--- src/rtl/mc_controller_if.sv ---
// Control bus between the multicycle ARM controller and its datapath.
// master = controller (drives selects/enables), slave = datapath side.
interface mc_controller_if;
  logic [31:12] Instr;
  logic [3:0]   ALUFlags;
  logic         PCWrite;
  logic         MemWrite;
  logic         RegWrite;
  logic         IRWrite;
  logic         AdrSrc;
  logic [1:0]   RegSrc;
  logic [1:0]   ALUSrcA;
  logic [1:0]   ALUSrcB;
  logic [1:0]   ResultSrc;
  logic [1:0]   ImmSrc;
  logic [1:0]   ALUControl;

  modport master (
    input  Instr, ALUFlags,
    output PCWrite, MemWrite, RegWrite, IRWrite, AdrSrc, RegSrc,
           ALUSrcA, ALUSrcB, ResultSrc, ImmSrc, ALUControl
  );

  modport slave (
    output Instr, ALUFlags,
    input  PCWrite, MemWrite, RegWrite, IRWrite, AdrSrc, RegSrc,
           ALUSrcA, ALUSrcB, ResultSrc, ImmSrc, ALUControl
  );
endinterface

--- src/rtl/mc_controller.sv ---
// Multicycle ARM control unit: main FSM, instruction decoder, NZCV flags
// register and condition check. Outputs are registered for the state being
// entered, then forced to zero combinationally while reset is low.
// Optional feature: define MC_CTRL_CMP_EN to support CMP (cmd 1010).
module mc_controller (
  input  logic            clk,
  input  logic            reset,
  mc_controller_if.master bus
);

  typedef enum logic [3:0] {
    S_FETCH    = 4'd0,
    S_DECODE   = 4'd1,
    S_MEMADR   = 4'd2,
    S_MEMREAD  = 4'd3,
    S_MEMWB    = 4'd4,
    S_MEMWRITE = 4'd5,
    S_EXECUTER = 4'd6,
    S_EXECUTEI = 4'd7,
    S_ALUWB    = 4'd8,
    S_BRANCH   = 4'd9
  } state_t;

  typedef struct packed {
    logic       pc_write;
    logic       mem_write;
    logic       reg_write;
    logic       ir_write;
    logic       adr_src;
    logic [1:0] alu_src_a;
    logic [1:0] alu_src_b;
    logic [1:0] result_src;
    logic [1:0] alu_control;
  } ctl_t;

  state_t     state_q, state_d;
  logic [3:0] flags_q, flags_d;
  logic       cond_ex_q, cond_ex_d;
  ctl_t       ctl_q, ctl_d;

  logic [1:0] op;
  logic [3:0] cmd;
  logic [3:0] cond;
  logic       i_bit;
  logic       s_bit;
  logic       l_bit;
  logic [1:0] alu_ctl;
  logic       dp_nop;
  logic       dp_arith;
  logic       is_cmp;
  logic       instr_unused;

  assign cond         = bus.Instr[31:28];
  assign op           = bus.Instr[27:26];
  assign i_bit        = bus.Instr[25];
  assign cmd          = bus.Instr[24:21];
  assign s_bit        = bus.Instr[20];
  assign l_bit        = bus.Instr[20];
  assign instr_unused = ^bus.Instr[19:12];

  // ARM condition field evaluated against the stored NZCV
  function automatic logic cond_check(input logic [3:0] cc, input logic [3:0] f);
    logic n, z, c, v;
    {n, z, c, v} = f;
    case (cc)
      4'b0000: return z;
      4'b0001: return !z;
      4'b0010: return c;
      4'b0011: return !c;
      4'b0100: return n;
      4'b0101: return !n;
      4'b0110: return v;
      4'b0111: return !v;
      4'b1000: return c && !z;
      4'b1001: return !c || z;
      4'b1010: return n == v;
      4'b1011: return n != v;
      4'b1100: return !z && (n == v);
      4'b1101: return z || (n != v);
      4'b1110: return 1'b1;
      default: return 1'b0;
    endcase
  endfunction

  // Moore output table; ce gates the architectural side effects
  function automatic ctl_t ctl_for(input state_t st, input logic ce, input logic [1:0] ac);
    ctl_t c;
    c = '0;
    case (st)
      S_FETCH: begin
        c.ir_write   = 1'b1;
        c.pc_write   = 1'b1;
        c.alu_src_a  = 2'b01;
        c.alu_src_b  = 2'b10;
        c.result_src = 2'b10;
      end
      S_DECODE: begin
        c.alu_src_a  = 2'b01;
        c.alu_src_b  = 2'b10;
        c.result_src = 2'b10;
      end
      S_MEMADR:   c.alu_src_b = 2'b01;
      S_MEMREAD:  c.adr_src = 1'b1;
      S_MEMWB: begin
        c.result_src = 2'b01;
        c.reg_write  = ce;
      end
      S_MEMWRITE: begin
        c.adr_src   = 1'b1;
        c.mem_write = ce;
      end
      S_EXECUTER: c.alu_control = ac;
      S_EXECUTEI: begin
        c.alu_src_b   = 2'b01;
        c.alu_control = ac;
      end
      S_ALUWB:    c.reg_write = ce;
      S_BRANCH: begin
        c.alu_src_b  = 2'b01;
        c.result_src = 2'b10;
        c.pc_write   = ce;
      end
      default:    c = '0;
    endcase
    return c;
  endfunction

  // DP command decode; unsupported commands are NOPs that drive ADD
  always_comb begin
    alu_ctl  = 2'b00;
    dp_nop   = 1'b0;
    dp_arith = 1'b0;
    is_cmp   = 1'b0;
    case (cmd)
      4'b0100: begin alu_ctl = 2'b00; dp_arith = 1'b1; end
      4'b0010: begin alu_ctl = 2'b01; dp_arith = 1'b1; end
      4'b0000: alu_ctl = 2'b10;
      4'b1100: alu_ctl = 2'b11;
`ifdef MC_CTRL_CMP_EN
      4'b1010: begin alu_ctl = 2'b01; dp_arith = 1'b1; is_cmp = 1'b1; end
`else
`endif
      default: dp_nop = 1'b1;
    endcase
  end

  // Next state, condition latch, flag update and next registered outputs
  always_comb begin
    state_d   = S_FETCH;
    cond_ex_d = cond_ex_q;
    flags_d   = flags_q;
    case (state_q)
      S_FETCH:   state_d = S_DECODE;
      S_DECODE: begin
        cond_ex_d = cond_check(cond, flags_q);
        case (op)
          2'b01:   state_d = S_MEMADR;
          2'b00:   state_d = i_bit ? S_EXECUTEI : S_EXECUTER;
          2'b10:   state_d = S_BRANCH;
          default: state_d = S_FETCH;
        endcase
      end
      S_MEMADR:  state_d = l_bit ? S_MEMREAD : S_MEMWRITE;
      S_MEMREAD: state_d = S_MEMWB;
      S_EXECUTER, S_EXECUTEI: begin
        state_d = (dp_nop || is_cmp) ? S_FETCH : S_ALUWB;
        if (cond_ex_q && !dp_nop) begin
          if (is_cmp) begin
            flags_d = bus.ALUFlags;
          end else if (s_bit) begin
            flags_d[3:2] = bus.ALUFlags[3:2];
            if (dp_arith) flags_d[1:0] = bus.ALUFlags[1:0];
          end
        end
      end
      default:   state_d = S_FETCH;
    endcase
    ctl_d = ctl_for(state_d, cond_ex_d, alu_ctl);
  end

  // State, flags, condition and output registers with synchronous reset
  always_ff @(posedge clk) begin
    if (!reset) begin
      state_q   <= S_FETCH;
      flags_q   <= 4'b0000;
      cond_ex_q <= 1'b0;
      ctl_q     <= ctl_for(S_FETCH, 1'b0, 2'b00);
    end else begin
      state_q   <= state_d;
      flags_q   <= flags_d;
      cond_ex_q <= cond_ex_d;
      ctl_q     <= ctl_d;
    end
  end

  assign bus.PCWrite    = reset & ctl_q.pc_write;
  assign bus.MemWrite   = reset & ctl_q.mem_write;
  assign bus.RegWrite   = reset & ctl_q.reg_write;
  assign bus.IRWrite    = reset & ctl_q.ir_write;
  assign bus.AdrSrc     = reset & ctl_q.adr_src;
  assign bus.ALUSrcA    = reset ? ctl_q.alu_src_a   : 2'b00;
  assign bus.ALUSrcB    = reset ? ctl_q.alu_src_b   : 2'b00;
  assign bus.ResultSrc  = reset ? ctl_q.result_src  : 2'b00;
  assign bus.ALUControl = reset ? ctl_q.alu_control : 2'b00;
  assign bus.RegSrc     = reset ? {op == 2'b01, op == 2'b10} : 2'b00;
  assign bus.ImmSrc     = reset ? op : 2'b00;

endmodule
--- src/flat_wrapper.sv ---
// flat-port wrapper written by rule: the top's interface ports become plain ports
module mc_controller_flat 
  (clk, reset, bus_Instr, bus_ALUFlags, bus_PCWrite, bus_MemWrite, bus_RegWrite, bus_IRWrite, bus_AdrSrc, bus_RegSrc, bus_ALUSrcA, bus_ALUSrcB, bus_ResultSrc, bus_ImmSrc, bus_ALUControl);
  mc_controller_if bus_i ();
  input  logic clk;
  input  logic reset;
  input wire logic [$bits(bus_i.Instr)-1:0] bus_Instr;
  input wire logic [$bits(bus_i.ALUFlags)-1:0] bus_ALUFlags;
  output wire logic [$bits(bus_i.PCWrite)-1:0] bus_PCWrite;
  output wire logic [$bits(bus_i.MemWrite)-1:0] bus_MemWrite;
  output wire logic [$bits(bus_i.RegWrite)-1:0] bus_RegWrite;
  output wire logic [$bits(bus_i.IRWrite)-1:0] bus_IRWrite;
  output wire logic [$bits(bus_i.AdrSrc)-1:0] bus_AdrSrc;
  output wire logic [$bits(bus_i.RegSrc)-1:0] bus_RegSrc;
  output wire logic [$bits(bus_i.ALUSrcA)-1:0] bus_ALUSrcA;
  output wire logic [$bits(bus_i.ALUSrcB)-1:0] bus_ALUSrcB;
  output wire logic [$bits(bus_i.ResultSrc)-1:0] bus_ResultSrc;
  output wire logic [$bits(bus_i.ImmSrc)-1:0] bus_ImmSrc;
  output wire logic [$bits(bus_i.ALUControl)-1:0] bus_ALUControl;
  assign bus_i.Instr = bus_Instr;
  assign bus_i.ALUFlags = bus_ALUFlags;
  assign bus_PCWrite = bus_i.PCWrite;
  assign bus_MemWrite = bus_i.MemWrite;
  assign bus_RegWrite = bus_i.RegWrite;
  assign bus_IRWrite = bus_i.IRWrite;
  assign bus_AdrSrc = bus_i.AdrSrc;
  assign bus_RegSrc = bus_i.RegSrc;
  assign bus_ALUSrcA = bus_i.ALUSrcA;
  assign bus_ALUSrcB = bus_i.ALUSrcB;
  assign bus_ResultSrc = bus_i.ResultSrc;
  assign bus_ImmSrc = bus_i.ImmSrc;
  assign bus_ALUControl = bus_i.ALUControl;
  mc_controller u_core (.clk(clk), .reset(reset), .bus(bus_i));
endmodule
--- config.mk ---
export PLATFORM = sky130hd
export DESIGN_NAME = mc_controller_flat
export DESIGN_NICKNAME = d
export VERILOG_FILES = /design/src/rtl/mc_controller_if.sv /design/src/rtl/mc_controller.sv /design/src/flat_wrapper.sv
export SDC_FILE = /design/constraint.sdc
export NUM_CORES = 1
export LEC_CHECK = 0
export ABC_AREA = 1
export BUFFER_PORTS_ARGS = -buffer_cell sky130_fd_sc_hd__buf_2
export CAP_MARGIN = 25
export CORE_MARGIN = 1
export CORE_UTILIZATION = 40
export CTS_CLUSTER_SIZE = 30
export DETAILED_ROUTE_END_ITERATION = 12
export PLACE_DENSITY = 0.65
export SETUP_SLACK_MARGIN = 0.3
export SLEW_MARGIN = 40
export SYNTH_ARGS = -nofsm -noshare
export SYNTH_HDL_FRONTEND = slang
export SYNTH_SLANG_ARGS = --single-unit
--- constraint.sdc ---
create_clock -name clk -period 1.4 [get_ports clk]
set_input_delay 0 -clock clk [delete_from_list [all_inputs] [get_ports clk]]
set_output_delay 0 -clock clk [all_outputs]
set_load 0.05 [all_outputs]
=== Yosys cells after proc, flatten, opt, wreduce, memory -nomap -nowiden ===
Index checks and enable logic that the tools add are counted.

* Add/sub/neg operators: 0
* $mul: 0
* Divide/modulo/power cells: 0
* $lt $le $gt $ge: 0
* Equality and inequality tests: 35
* Shift operators: 0
* Mux-type cells: 21
* Bitwise operators: 5
* Reductions and logical operators: 28

{| class="wikitable"
|+ Operators with widths
! kind !! count
|-
| 4-bit by 3-bit equality test with 1-bit output, second input constant || 11
|-
| 4-bit equality test, second input constant || 10
|-
| 4-bit by 2-bit equality test with 1-bit output, second input constant || 7
|-
| 4-bit case mux with 5 select lines || 1
|-
| 4-bit logical NOT || 4
|-
| 1-bit case mux with 15 select lines || 1
|-
| 4-bit by 1-bit equality test with 1-bit output, second input constant || 3
|-
| 2-bit 2-to-1 mux || 6
|-
| 4-bit case mux with 3 select lines || 1
|-
| 2-bit OR reduction || 6
|-
| 2-bit case mux with 2 select lines || 2
|-
| 1-bit 2-to-1 mux || 6
|-
| 2-bit case mux with 3 select lines || 1
|-
| 2-bit AND reduction || 3
|-
| 3-bit OR reduction || 2
|-
| 1-bit bitwise AND || 5
|-
| 1-bit logical NOT || 4
|-
| 4-bit 2-to-1 mux || 1
|-
| 4-bit AND reduction || 1
|-
| 4-bit OR reduction || 1
|-
| 1-bit logical AND || 3
|-
| 3-bit 2-to-1 mux || 1
|-
| 3-bit AND reduction || 1
|-
| 2-bit by 1-bit equality test with 1-bit output, second input constant || 1
|-
| 6 further kinds || 7
|}

* Register bits after elaboration: 22
* Bits in latches: 0
* RAM bits: 0
* Bits in read-only memories: 0
* Bits of input ports: 26
* Output and inout bits: 17
* Memories kept: 0

=== Depth between registers and ports, before layout ===
Gate-level depths: netlist of run 1.

* Depth after elaboration: 7
* Depth in mapped cells: 12

=== Worst setup path before layout of run 1 ===
Ideal clock, no wire load.

* Path kind: reg-to-reg
* Start: reg u_core.state_q[3]
* End: reg u_core.ctl_q[3] in the netlist's numbering
* Library setup time: 123 ps
* Data arrival time: 1140 ps
* Required time: 1277 ps
* Setup slack: 138 ps
* Stages on the path, launching flop included: 9
* Path buffers: 0
* Cell sequence: dfxtp_1 > nor2_4 > nand3_4 > nor2_4 > o21ai_2 > o21ai_1 > nor2_2 > a21oi_4 > nand3_2

* Word-level cells in the longest chain between the ends: 6
* Elaborated cells between the ends (all ways): 14

{| class="wikitable"
|+ Ends and longest elaborated chain
! item !! RTL line !! source
|-
| from (decl) || mc_controller.sv:36 || <nowiki>state_t state_q, state_d;</nowiki>
|-
| from (signal assigned) || mc_controller.sv:189 || <nowiki>state_q <= state_d;</nowiki>
|-
| 4-bit by 3-bit equality test with 1-bit output || mc_controller.sv:152 || <nowiki>case (state_q)</nowiki>
|-
| 2-bit OR reduction || mc_controller.sv:152 ||
|-
| 4-bit case mux with 5 select lines * || mc_controller.sv:152 ||
|-
| 4-bit by 1-bit equality test with 1-bit output, or another cell as far along || mc_controller.sv:89 || <nowiki>case (st)</nowiki>
|-
| 3-bit OR reduction (no source line) || n/a ||
|-
| 2-bit case mux with 2 select lines * || mc_controller.sv:89 ||
|-
| to (signal assigned) || mc_controller.sv:187 || <nowiki>ctl_q <= ctl_for(S_FETCH, 1'b0, 2'b00);</nowiki>
|-
| to (signal assigned) || mc_controller.sv:192 || <nowiki>ctl_q <= ctl_d;</nowiki>
|-
| to (decl) || mc_controller.sv:39 || <nowiki>ctl_t ctl_q, ctl_d;</nowiki>
|}

Mark *: on every way between the ends. The rest lies on a longest branch, timed or not.
A chain may end at the register's enable or synchronous reset.

=== Worst setup path in the final report of run 1 ===
Ends and elaborated chain as after synthesis.

==> flow_summary_export.csv, run 1 <==
group,metric,value,unit
final_layout,diodes,0,
die,die_x,56.60,um
detailed_routing,viasPerCell,4.723,
die,fp-row-count,19,
final_layout,final_net_count,267,
die,io_pins,43,
detailed_routing,finalWirelength,2839,um
run_status,outcome,"finished, final reports clean",
power,vdd_drop_max,0.0008903,V
synth,ys_seq_area_share,33.58,%
timing,maxSlewViolCount,0,
clock_tree,insertion_delay,300,ps
grt,antenna_found_initial,0,
critical_path,cp_max_fo,4,
final_layout,finalInstanceArea,1674,um2
synth,netlist_area,1192,um2
detailed_routing,num_vias,1280,
clock_tree,htreeDepth,1,
clock_tree,clockBufferDepth,2,
die,start_util,42.87,%
power,seqPwrFrac,45.1,%
synth,yosys_register_bits,20,
timing,rsz0062_at_grt,"true",
power,intPower,0.9021,mW
power,clkPwrFrac,24.6,%
critical_path,critical-path-top-delay-family,"simple AND/OR/NAND/NOR gates",
placement,dp_hpwl,1838,um
final_layout,layout_commonest_cell,"nand2_1",
power,swShare,33.97,%
critical_path,crit_path_frequent_cell,"nor2_4",
critical_path,endpoint_kind,"flop",
grt,grt_pass1_wl,4491,um
power,p_leak,0.9470,nW
final_layout,layout_common_cells,"42 x nand2_1, 35 x inv_1, 33 x buf_2",
synth,synth.net_count,214,
placement,io_buffers,33,
grt,grt_max_degree,16,
timing,period_minus_slack,1309,ps
grt,grt_pass1_vias,1108,
timing,hold_slack,37.20,ps
grt,groute.usage.overall,17.95,%
detailed_routing,antenna_left,0,
synth,synth.distinct_cells,26,
worst_hold_path,hp-class,"in -> reg",
clock_tree,cts_made_buffers,3,
timing,min_period_over_period,93.49,%
final_layout,area_growth,40.40,%
synth,synth_top_family_by_area,"simple AND/OR/NAND/NOR gates",
synth,syn_inst,188,
die,dieHeight,56.60,um
timing,setup_violations,0,
detailed_routing,first_pass_iters,4,
critical_path,crit_path_cell_trace,"nor2_4 -> nand3_4 -> nor2_4 -> nand2_2 -> nand3_4 -> nor2_4 -> a21oi_4 -> nand3_2",
timing,max_freq,764.0,MHz
final_layout,drive_above_1_share,37.92,%
clock_tree,cts_sinks,20,
flow_run,drv_cap,0,
detailed_routing,drtIter0Drc,26,
timing,setup_tns,0,ps
synth,muxShareOfSynthArea,0,%
power,p_comb_share,30.3,%
critical_path,worstSetupPathType,"reg -> reg",
critical_path,slowest_delay,350,ps
synth,synth_xor_area_share,0,%
detailed_routing,drc,0,
critical_path,cp.buffers_inverters,0,
die,die-area,3204,um2
synth,synth.avg_cell_area,6.343,um2
die,core,2781,um2
grt,grt.overflow.total,0,
power,power,1.366,mW
clock_tree,cts.reportedPaths.clkPinSlew,110,ps
synth,synth-adder-area-share,0,%
clock_tree,cts-root-buf,"clkbuf_4",
synth,synthSimpleGateAreaFrac,39.24,%
power,p_switching,0.4642,mW
critical_path,cp-start-kind,"flop",
critical_path,cp_data_arrival_time,1510,ps
clock_tree,cts_tree,"done",
detailed_routing,wire_per_inst,10.48,um
power,power_density,816.1,nW/um2
synth,yosys_warnings,0,
synth,synth_compound_area_share,11.23,%
timing,finClkSkew,0.4780,ps
final_layout,fillCellCount,277,
placement,gp_congestion,0.8586,
critical_path,worst_path_max_delay_cell,"dfxtp_2",
placement,place_area,1395,um2
timing,hold_viol,0,
critical_path,cp.required,1600,ps
final cells by class:
class                      count  area [um2]  area share (%)
inverter                      42       157.7           9.417
tap                           31       38.79           2.317
timing repair buffer          53       341.6           20.40
multi-input combinational    121       691.9           41.33
clock buffer                   4       36.28           2.167
sequential                    20       407.9           24.36
power groups by stage:
stage | clock [mW] | sequential [mW] | combinational [mW]
floorplan | 0 | 0.625 | 0.271
global placement | 0 | 0.626 | 0.355
detailed placement | 0 | 0.627 | 0.356
CTS | 0.343 | 0.615 | 0.399
global route | 0.373 | 0.618 | 0.449
finish | 0.336 | 0.616 | 0.414
synthesized netlist by cell type (all sizes together):
cell type	count	area, um2
nor4	1	6.260
nor2	20	102.6
inv	41	153.9
nand2	52	197.7
buf	4	25.02
o21ai	9	52.55
a21boi	1	7.510
clkbuf	1	3.750
o22ai	1	12.51
clkinv	1	3.750
nand4	1	6.260
dfxtp	20	400.4
nand3	24	147.7
nand3b	1	7.510
a21oi	10	61.31
conb	1	3.750
routing by layer:
layer / global-route usage [%] / share of wire, % / wire length, um / up-vias
met2: 30.76 / 52 / 1480 / 29
met5: 0 / 0 / 0 / -
met4: 6.969 / 0.81 / 23 / 0
met3: 5.069 / 4.0 / 113 / 5
met1: 20.97 / 43 / 1223 / 569
li1: - / - / - / 677
metrics by stage:
stage	instances	util (%)	setup WS [ps]
after floorplan	188	-	153.3
after global placement	250	50.16	100.6
after detailed placement	250	50.16	86.58
after CTS	270	57.94	93.83
after global routing	271	60.19	3.168
final	271	60.19	91.15
kinds of logic (layout without fill, tap and decap cells):
family,count (synthesis),in the layout
other,1,1
buffers and inverters,47,99
AND/OR/NAND/NOR,99,99
AO/OA/AOI/OAI,21,21
flip-flops,20,20
flip-flops by register name (all words and copies together) (netlist names):
name and count:
u_core.flags_q 4, u_core.state_q 4, u_core.ctl_q 11, u_core.cond_ex_q 1
worst reg2reg max path: cells and delay by family, from the launching register on:
family | cells | cell delay, ps
flops | 1 | 350
simple gates | 7 | 670
compound gates | 1 | 190
repair_timing:
| item | 4_1_cts | 5_1_grt |
|---|---|---|
| resized for setup | 16 | 14 |
| hold buffers | 9 | 0 |
| endpoints found under the hold margin | 5 | 0 |
| setup endpoints to repair | 14 | 18 |
| buffers inserted | 7 | 1 |
| pin swaps | 9 | 6 |
| gates cloned | 0 | 0 |
worst paths after layout:
kind,start,endpoint,slack (ps),depth (start not counted)
hold reg to reg,u_core.flags_q[2],u_core.flags_q[2],520,2
hold / removal,bus_Instr[8],u_core.ctl_q[11],40,4
setup reg to reg,u_core.state_q[3],u_core.ctl_q[3],90,8
setup / recovery,u_core.state_q[3],u_core.ctl_q[3],90,8
(Power assumes the default switching activity.)
==> inputs of run 2 (changes only) <==
==> constraint.sdc (replaced) <==
create_clock -name clk -period 1.4 [get_ports clk]
set_input_delay 0.28 -clock clk [delete_from_list [all_inputs] [get_ports clk]]
set_output_delay 0.28 -clock clk [all_outputs]
set_load 0.05 [all_outputs]
==> flow_summary_export.csv, run 2 (same netlist as run 1, synthesis figures left out) <==
group,metric,value,unit
critical_path,cp_max_fo,4,
die,die-area,3204,um2
grt,antenna_found_initial,0,
final_layout,final_net_count,265,
final_layout,largest_register_ffs,11,
final_layout,reg_top3,"u_core.ctl_q x11, u_core.flags_q x4, u_core.state_q x4",
detailed_routing,drc,0,
die,die_x,56.60,um
final_layout,final_cells,269,
flow_run,drv_cap,0,
clock_tree,cts-root-buf,"clkbuf_4",
timing,period_minus_slack,1363,ps
detailed_routing,wire_per_inst,10.71,um
clock_tree,cts_sinks,20,
clock_tree,cts.reportedPaths.clkPinSlew,120,ps
power,power_density,848.4,nW/um2
grt,grt.overflow.total,0,
critical_path,worstSetupPathType,"reg -> reg",
final_layout,seq_area,417.9,um2
detailed_routing,finalWirelength,2880,um
critical_path,r2r-end,"u_core.ctl_q[3]",
placement,gp_congestion,0.7950,
timing,finClkSkew,6.497,ps
grt,groute.usage.overall,18.05,%
grt,grt_pass1_vias,1177,
critical_path,r2r_start,"u_core.state_q[3]",
placement,dp_hpwl,1847,um
detailed_routing,first_pass_iters,4,
die,io_pins,43,
power,vdd_drop_max,0.0007761,V
detailed_routing,viasPerCell,4.688,
clock_tree,postCtsHoldBufs,0,
timing,hold_viol,0,
clock_tree,cts_made_buffers,3,
die,core,2781,um2
die,fp-row-count,19,
run_status,outcome,"finished, final reports clean",
clock_tree,cts_tree,"done",
timing,setup_violations,0,
worst_hold_path,hp-class,"in -> reg",
worst_hold_path,whs_path_depth,3,
placement,place_inst,250,
critical_path,crit_path_start,"u_core.state_q[3]",
critical_path,cp.required,1610,ps
detailed_routing,antenna_left,0,
clock_tree,htreeDepth,1,
critical_path,ff2ff_setup_slack,40,ps
final_layout,drive_above_1_share,50.42,%
power,power,1.577,mW
detailed_routing,num_vias,1261,
grt,grt_pass1_wl,4567,um
timing,rsz0062_at_grt,"true",
power,p_leak,0.9914,nW
clock_tree,clockBufferDepth,2,
timing,max_freq,733.8,MHz
final_layout,multi_input_area,755.7,um2
critical_path,cp_data_arrival_time,1580,ps
final_layout,layout_common_cells,"39 x nand2_1, 30 x inv_1, 18 x buf_4",
critical_path,endpoint_kind,"flop",
final_layout,layout_commonest_cell,"nand2_1",
critical_path,cp-endpoint,"u_core.ctl_q[3]",
die,start_util,42.87,%
final_layout,area_growth,55.93,%
final_layout,fillCellCount,255,
final_layout,regMostFlops,"u_core.ctl_q",
grt,grt_max_degree,13,
clock_tree,insertion_delay,310,ps
detailed_routing,drtIter0Drc,21,
final_layout,diodes,0,
timing,min_period_over_period,97.34,%
timing,maxSlewViolCount,0,
placement,io_buffers,33,
critical_path,worst_r2r_path_depth,7,
critical_path,cp-start-kind,"flop",
die,dieHeight,56.60,um
==> run 2: changes by cell type in the layout (fill, tap and decap cells not counted), moves of 4 or more <==
cell           delta
inv_1             -5
dfxtp_2           +8
buf_2            -18
buf_6            +13
dfxtp_1           -8
inv_2             +4
dlygate4sd3_1     -9
buf_4             +8
==> run 2: worst min-delay path by stage <==
| stage | from | to | slack, ps |
|---|---|---|---|
| global route | reset | u_core.ctl_q[10] | 210 |
| floorplan | bus_Instr[15] | u_core.ctl_q[3] | 420 |
| CTS | bus_ALUFlags[3] | u_core.flags_q[3] | 230 |
| detailed placement | u_core.flags_q[2] | u_core.flags_q[2] | 480 |
| global placement | u_core.flags_q[2] | u_core.flags_q[2] | 480 |
| finish | reset | u_core.state_q[3] | 210 |
==> run 2: timing repair <==
| item | CTS | global route |
|---|---|---|
| endpoints found under the setup margin | 30 | 34 |
| setup buffers | 9 | 6 |
| gates resized for setup | 47 | 40 |
| pin swaps | 21 | 10 |
==> run 2: stage by stage <==
step | cell area, um2 | worst slack [ps] | hold slack (ps) | TNS, ps | utilization (%)
global placement | 1438 | 39.56 | 481.6 | 0 | 51.69
finish | 1859 | 37.31 | 211.9 | 0 | 66.85
CTS | 1692 | 76.53 | 230.4 | 0 | 60.82
detailed placement | 1438 | 36.76 | 478.5 | 0 | 51.69
floorplan | 1256 | 145.9 | 420.0 | 0 | -
global route | 1859 | -20.35 | 209.5 | -71.02 | 66.85
==> run 2: per-layer routing <==
layer,GRT usage (%),share of wire [%],vias to the layer above
met5,0,0,-
met4,9.756,3.1,0
met3,2.304,3.3,9
met2,32.10,49,30
met1,20.71,44,551
li1,-,-,671
==> run 2: layout make-up <==
class                           instances  area share, %
Inverter                               42          8.681
Clock inverter                          1          1.615
Multi-Input combinational cell        121          40.65
Timing Repair Buffer                   51          23.28
Clock buffer                            3          1.211
Sequential cell                        20          22.48
Tap cell                               31          2.086
==> run 2: power breakdown <==
group	total, mW	switching, mW	internal, mW
sequential	0.622	0.0193	0.602
clock	0.482	0.192	0.290
combinational	0.474	0.291	0.183
total	1.58	0.503	1.07
==> run 2: worst max-delay path, cell delays in order (launching register included) <==
cell and delay (ps):
dfxtp_2 350, nor2_4 160, buf_4 150, nand3_4 90, o21ai_4 190, nor2_4 70
a21oi_4 180, nand3_2 70
